--- config.mk ---
export PLATFORM = sky130hd
export DESIGN_NAME = ebi_bridge
export DESIGN_NICKNAME = d
export VERILOG_FILES = /design/src/rtl/ebi_bridge.sv
export SDC_FILE = /design/constraint.sdc
export NUM_CORES = 1
export LEC_CHECK = 0
export CORE_MARGIN = 2
export CORE_UTILIZATION = 30
export CTS_CLUSTER_DIAMETER = 120
export CTS_CLUSTER_SIZE = 25
export DETAILED_ROUTE_END_ITERATION = 10
export PLACE_DENSITY = 0.48
export SYNTH_ARGS = -nofsm -noshare
export SYNTH_HDL_FRONTEND = slang
export SYNTH_SLANG_ARGS = --single-unit
--- constraint.sdc ---
create_clock -name clk -period 10 [get_ports clk]
set_clock_uncertainty 0.15 [all_clocks]
set_input_delay 2 -clock clk [delete_from_list [all_inputs] [get_ports clk]]
set_output_delay 2 -clock clk [all_outputs]
set_load 0.01 [all_outputs]
--- src/rtl/ebi_bridge.sv ---
// ebi_bridge: MCU external-bus (EBI) slave to on-chip write FIFO bridge.
// Strobes and AD are synchronised into clk; ALE rising latches the address,
// WE rising pushes {address, data} into a first-word fall-through FIFO.
// Ports:
//   clk, reset          - single clock, synchronous active-low reset
//   EBI_AD/ALE/WE/RE    - asynchronous MCU bus (strobes active-low)
//   wr_addr/data/valid  - FIFO head towards consumer, wr_ready pops it
//   fill_level          - entries held, overflow sticky drop flag
//   overflow_clr        - clears overflow (a new drop in same cycle wins)
//   rd_req/rd_addr/rd_data/rd_valid/EBI_AD_out/EBI_AD_oe - read path,
//                         present only with `define EBI_BRIDGE_READ_EN
module ebi_bridge #(
    parameter int DATA_W      = 16,
    parameter int ADDR_W      = 16,
    parameter int FIFO_DEPTH  = 8,
    parameter int SYNC_STAGES = 2
) (
    input  logic                          clk,
    input  logic                          reset,
    input  logic [DATA_W-1:0]             EBI_AD,
    input  logic                          EBI_ALE,
    input  logic                          EBI_WE,
    input  logic                          EBI_RE,
    output logic [ADDR_W-1:0]             wr_addr,
    output logic [DATA_W-1:0]             wr_data,
    output logic                          wr_valid,
    input  logic                          wr_ready,
    output logic [$clog2(FIFO_DEPTH):0]   fill_level,
    output logic                          overflow,
    input  logic                          overflow_clr
`ifdef EBI_BRIDGE_READ_EN
    ,
    output logic                          rd_req,
    output logic [ADDR_W-1:0]             rd_addr,
    input  logic [DATA_W-1:0]             rd_data,
    input  logic                          rd_valid,
    output logic [DATA_W-1:0]             EBI_AD_out,
    output logic                          EBI_AD_oe
`endif
);

    localparam int PW = $clog2(FIFO_DEPTH);
    localparam int CW = PW + 1;
    localparam int EW = ADDR_W + DATA_W;
    localparam logic [CW-1:0] FULL_CNT = CW'(FIFO_DEPTH);

    logic [SYNC_STAGES-1:0]             ale_sync_q, we_sync_q;
    logic                               ale_hist_q, we_hist_q;
    logic [SYNC_STAGES-1:0][DATA_W-1:0] ad_sync_q;
    logic [DATA_W-1:0]                  ad_hist_q;
    logic                               ale_rise, we_rise;

    // Synchronisers reset high so releasing reset never looks like an edge.
    always_ff @(posedge clk) begin
        if (!reset) begin
            ale_sync_q <= '1;
            we_sync_q  <= '1;
            ale_hist_q <= 1'b1;
            we_hist_q  <= 1'b1;
            ad_sync_q  <= '1;
            ad_hist_q  <= '1;
        end else begin
            ale_sync_q <= {ale_sync_q[SYNC_STAGES-2:0], EBI_ALE};
            we_sync_q  <= {we_sync_q[SYNC_STAGES-2:0], EBI_WE};
            ale_hist_q <= ale_sync_q[SYNC_STAGES-1];
            we_hist_q  <= we_sync_q[SYNC_STAGES-1];
            ad_sync_q  <= {ad_sync_q[SYNC_STAGES-2:0], EBI_AD};
            ad_hist_q  <= ad_sync_q[SYNC_STAGES-1];
        end
    end

    assign ale_rise = ale_sync_q[SYNC_STAGES-1] & ~ale_hist_q;
    assign we_rise  = we_sync_q[SYNC_STAGES-1] & ~we_hist_q;

    logic [ADDR_W-1:0] addr_q, addr_d;
    logic [PW-1:0]     wptr_q, wptr_d, rptr_q, rptr_d;
    logic [CW-1:0]     count_q, count_d;
    logic              ovf_q, ovf_d;
    logic              full, pop, push, drop;
    logic [EW-1:0]     mem_q [FIFO_DEPTH];

    // The history stage holds AD as sampled while the strobe was still low.
    // A same-cycle ALE edge feeds addr_d straight into the pushed entry.
    always_comb begin
        addr_d  = addr_q;
        wptr_d  = wptr_q;
        rptr_d  = rptr_q;
        count_d = count_q;
        ovf_d   = ovf_q;
        full    = (count_q == FULL_CNT);
        pop     = wr_valid && wr_ready;
        push    = we_rise && (!full || pop);
        drop    = we_rise && full && !pop;
        if (ale_rise) addr_d = ad_hist_q[ADDR_W-1:0];
        if (push) wptr_d = wptr_q + PW'(1);
        if (pop) rptr_d = rptr_q + PW'(1);
        count_d = count_q + CW'(push) - CW'(pop);
        if (drop) ovf_d = 1'b1;
        else if (overflow_clr) ovf_d = 1'b0;
    end

    always_ff @(posedge clk) begin
        if (!reset) begin
            addr_q  <= '0;
            wptr_q  <= '0;
            rptr_q  <= '0;
            count_q <= '0;
            ovf_q   <= 1'b0;
        end else begin
            addr_q  <= addr_d;
            wptr_q  <= wptr_d;
            rptr_q  <= rptr_d;
            count_q <= count_d;
            ovf_q   <= ovf_d;
        end
    end

    always_ff @(posedge clk) begin
        if (reset && push) mem_q[wptr_q] <= {addr_d, ad_hist_q};
    end

    // Head is forced to zero when empty so stale storage never shows.
    assign wr_valid   = (count_q != '0);
    assign {wr_addr, wr_data} = wr_valid ? mem_q[rptr_q] : '0;
    assign fill_level = count_q;
    assign overflow   = ovf_q;

`ifdef EBI_BRIDGE_READ_EN
    typedef enum logic [1:0] {
        RD_IDLE, RD_PEND, RD_WAIT, RD_DRIVE
    } rd_state_e;

    rd_state_e              rd_state_q, rd_state_d;
    logic [SYNC_STAGES-1:0] re_sync_q;
    logic                   re_hist_q, re_fall, re_rise;
    logic [DATA_W-1:0]      ad_out_q, ad_out_d;
    logic                   oe_q;

    always_ff @(posedge clk) begin
        if (!reset) begin
            re_sync_q  <= '1;
            re_hist_q  <= 1'b1;
            rd_state_q <= RD_IDLE;
            ad_out_q   <= '0;
            oe_q       <= 1'b0;
        end else begin
            re_sync_q  <= {re_sync_q[SYNC_STAGES-2:0], EBI_RE};
            re_hist_q  <= re_sync_q[SYNC_STAGES-1];
            rd_state_q <= rd_state_d;
            ad_out_q   <= ad_out_d;
            oe_q       <= (rd_state_d == RD_DRIVE);
        end
    end

    assign re_fall = ~re_sync_q[SYNC_STAGES-1] & re_hist_q;
    assign re_rise = re_sync_q[SYNC_STAGES-1] & ~re_hist_q;

    // Read issues only once the write buffer is empty; RE released early
    // abandons the read from any state.
    always_comb begin
        rd_state_d = rd_state_q;
        ad_out_d   = ad_out_q;
        rd_req     = 1'b0;
        unique case (rd_state_q)
            RD_IDLE:  if (re_fall) rd_state_d = RD_PEND;
            RD_PEND: begin
                if (re_rise) rd_state_d = RD_IDLE;
                else if (count_q == '0) begin
                    rd_req     = 1'b1;
                    rd_state_d = RD_WAIT;
                end
            end
            RD_WAIT: begin
                if (re_rise) rd_state_d = RD_IDLE;
                else if (rd_valid) begin
                    ad_out_d   = rd_data;
                    rd_state_d = RD_DRIVE;
                end
            end
            RD_DRIVE: if (re_rise) rd_state_d = RD_IDLE;
            default:  rd_state_d = RD_IDLE;
        endcase
    end

    assign rd_addr    = addr_q;
    assign EBI_AD_out = ad_out_q;
    assign EBI_AD_oe  = oe_q;
`else
    logic unused_re;
    assign unused_re = EBI_RE;
`endif

endmodule

==> results_dict.tcl <==
set metrics [dict create \
    cts_buffers 17 \
    area_delta_synth_final_pct 13.5 \
    cp-end-kind "primary output" \
    gp_congestion 0.670 \
    port-buffer-count 59 \
    syn_inst 627 \
    netlist_area_um2 12400 \
    die_h_um 207 \
    drtIter0Drc 344 \
    grt_setup_unrepaired "no" \
    postCtsHoldBufs 0 \
    grtUsageTotal_pct 11.8 \
    ys_seq_area_share_pct 75.5 \
    grt-ovfl-total 0 \
    clk_latency_ps 510 \
    post_cts_buffers 0 \
    final_area_um2 14100 \
    grt_pass1_vias 5983 \
    die-area_um2 43000 \
    antenna_left 0 \
    dpl_cell_area_um2 13600 \
    crit_path_max_fanout 40 \
    critPathSlowestCell "buf_4" \
    io_pins 61 \
    die_w_um 207 \
    slew-limit-headroom_pct 22.7 \
    outcome "finished clean" \
    drive_above_1_share_pct 16.7 \
    maxSlewViolCount 0 \
    start_kind "flip-flop" \
    first_pass_iters 4 \
    crit_chain "buf_4, mux4_2, a22o_1, clkdlybuf4s50_1" \
    worstHoldStart "ad_sync_q[24]$_SDFF_PN1_" \
    cts.clk_slew.worst_paths_ps 100 \
    max_stage_delay_ps 760 \
    multi_input_area_um2 2850 \
    hold_class "flip-flop to flip-flop" \
    clock.fmax_mhz 180 \
    drc_errors 0 \
    seq_area_um2 9370 \
    grt_pass1_wl_mm 38.4 \
    start_util_pct 30.4 \
    syn_area_per_cell_um2 19.8 \
    critPathBufInv 2 \
    nNetsFinal 717 \
    wl_per_cell_um 20.7 \
    critPathTopFamily "buffers and inverters" \
    synth-edff-count 256 \
    period_share_pct 55.5 \
    ys_async_sr_fraction_pct 0 \
    cts_buffer_depth 3 \
    root_buffer "clkbuf_16" \
    cap_violations 0 \
    r2r-start "fill_level[2]$_SDFF_PN0_" \
    grt_max_degree 86 \
    yosys-top-cells-area "edfxtp_1 62%, dfxtp_1 14%, mux4_2 12%, nand2b_1 3.0%, a22o_1 2.3%" \
    powerDensity_nw_per_um2 214 \
    synth_flop_cell "edfxtp_1" \
    yosys_register_bits 340 \
    syn-num-nets 658 \
    ir_worst_vdd_v 0.000101 \
    routed_wl_mm 25.4 \
    worst_pin_slew_ps 1160 \
    num_rows 74 \
    required_ps 7850 \
    synth_cell_types 35 \
    cts_tree "yes" \
    synth_warnings 0 \
    yosysTopAreaCell "edfxtp_1" \
    via_per_inst 4.58 \
    final.setup.tns_ps 0 \
    antenna_found_initial 0 \
    clock-sinks 340 \
    worstSetupPathType "flip-flop to primary output" \
    coreArea_um2 40800 \
    cts_resized 0 \
    nFillCells 3798 \
    finalCriticalPeriod_ps 5550 \
    p_leak_nw 4.48 \
    cts-htree-levels 1 \
    synth_top_area_share_pct 62.0 \
    finalSetupViolCount 0 \
    post-dp-hpwl_mm 13.4 \
    antennaDiodeCount 0 \
    num_vias 5620 \
    hold_viol_final 0 \
    arrival_ps 3400 \
]
-- metal layers --
layer  track usage [%]  part of all wire (%)  wire [um]
met1              16.0                    45      11400
met2              20.5                    50      12800
met3              1.56                   3.5        901
met4              2.41                   1.4        359
met5                 0                     0          0
-- cell usage after synthesis (2+ instances only) --
library cell,instances
dfxtp_1,84
nor2_1,6
ha_1,7
mux2i_1,6
a21oi_1,5
o21ai_0,3
nor2b_1,3
or3_1,2
mux4_2,64
a22o_1,32
buf_2,6
nand3_1,3
buf_4,2
nand2_1,6
edfxtp_1,256
mux2_1,10
mux2_2,6
o211ai_1,2
nor3_1,4
and2_1,18
inv_1,7
buf_6,9
nand2b_1,59
clkbuf_1,15
nor4_1,2
-- registers in the layout, summed over array words and instances, names as in the netlist, named ones only --
| signal | count |
|---|---|
| ad_hist_q | 16 |
| ad_sync_q | 32 |
| addr_q | 16 |
| ale_hist_q | 1 |
| ale_sync_q | 2 |
| fill_level | 4 |
| mem_q | 256 |
| overflow | 1 |
| rptr_q | 3 |
| we_hist_q | 1 |
| we_sync_q | 2 |
| wptr_q | 3 |
-- power by group --
part / internal, mW / switching, mW / leakage (nW)
Combinational: 0.372 / 0.324 / 1.27
Clock: 0.326 / 0.417 / 0.229
Sequential: 1.54 / 0.0381 / 2.98
-- per-stage QoR --
step	std cells	worst slack (ps)	total power, mW	hold slack, ps	util, %
4_1_cts	1228	4310	3.07	264	34.5
3_5_place_dp	1199	4850	2.33	242	33.3
6_report	1228	4450	3.01	259	34.5
5_1_grt	1228	4160	3.16	275	34.5
2_1_floorplan	627	3710	2.01	236	-
3_3_place_gp	1199	4870	2.32	241	33.3
-- kinds of logic after synthesis --
family,Yosys count,share of synthesized area [%]
adders and majority gates,8,0.867
and+or+nand+nor,107,5.22
xor gates and xnor gates,1,0.0706
buffers and inverters,40,1.88
DFF,340,75.5
AOI/OAI and AO/OA,45,2.89
muxes,86,13.6
-- cells in the final DEF (no fill, tap or decap), drive strengths merged --
cell type,instances
nor4,2
ha,7
buf,14
nor2b,3
o211ai,2
nor3,4
edfxtp,256
o21a,1
clkdlybuf4s50,58
a22o,32
mux2i,6
nand3b,1
and2,18
nand3,3
xor2,1
nor3b,2
nand2b,59
dfxtp,84
or3,2
clkbuf,28
or3b,1
o21ai,4
inv,9
mux2,16
nand2,6
mux4,64
a21oi,5
a21o,1
nor2,6
fa,1
-- final cells by class --
cell class                 count  area share [%]
sequential                   340            66.6
clock inverter                 1          0.0800
multi-input combinational    247            20.2
clock buffer                  28            3.32
inverter                       8           0.213
timing repair buffer          72            4.85
tap                          532            4.73
-- path summary, 6_finish.rpt --
check,slack [ps],end,cells past startpoint
setup / recovery,4450,wr_data[15],4
setup reg to reg,7420,fill_level[1]$_SDFF_PN0_,9
hold / removal,260,ad_hist_q[8]$_SDFF_PN1_,1
hold reg to reg,260,ad_hist_q[8]$_SDFF_PN1_,1
(Power assumes the default switching activity.)
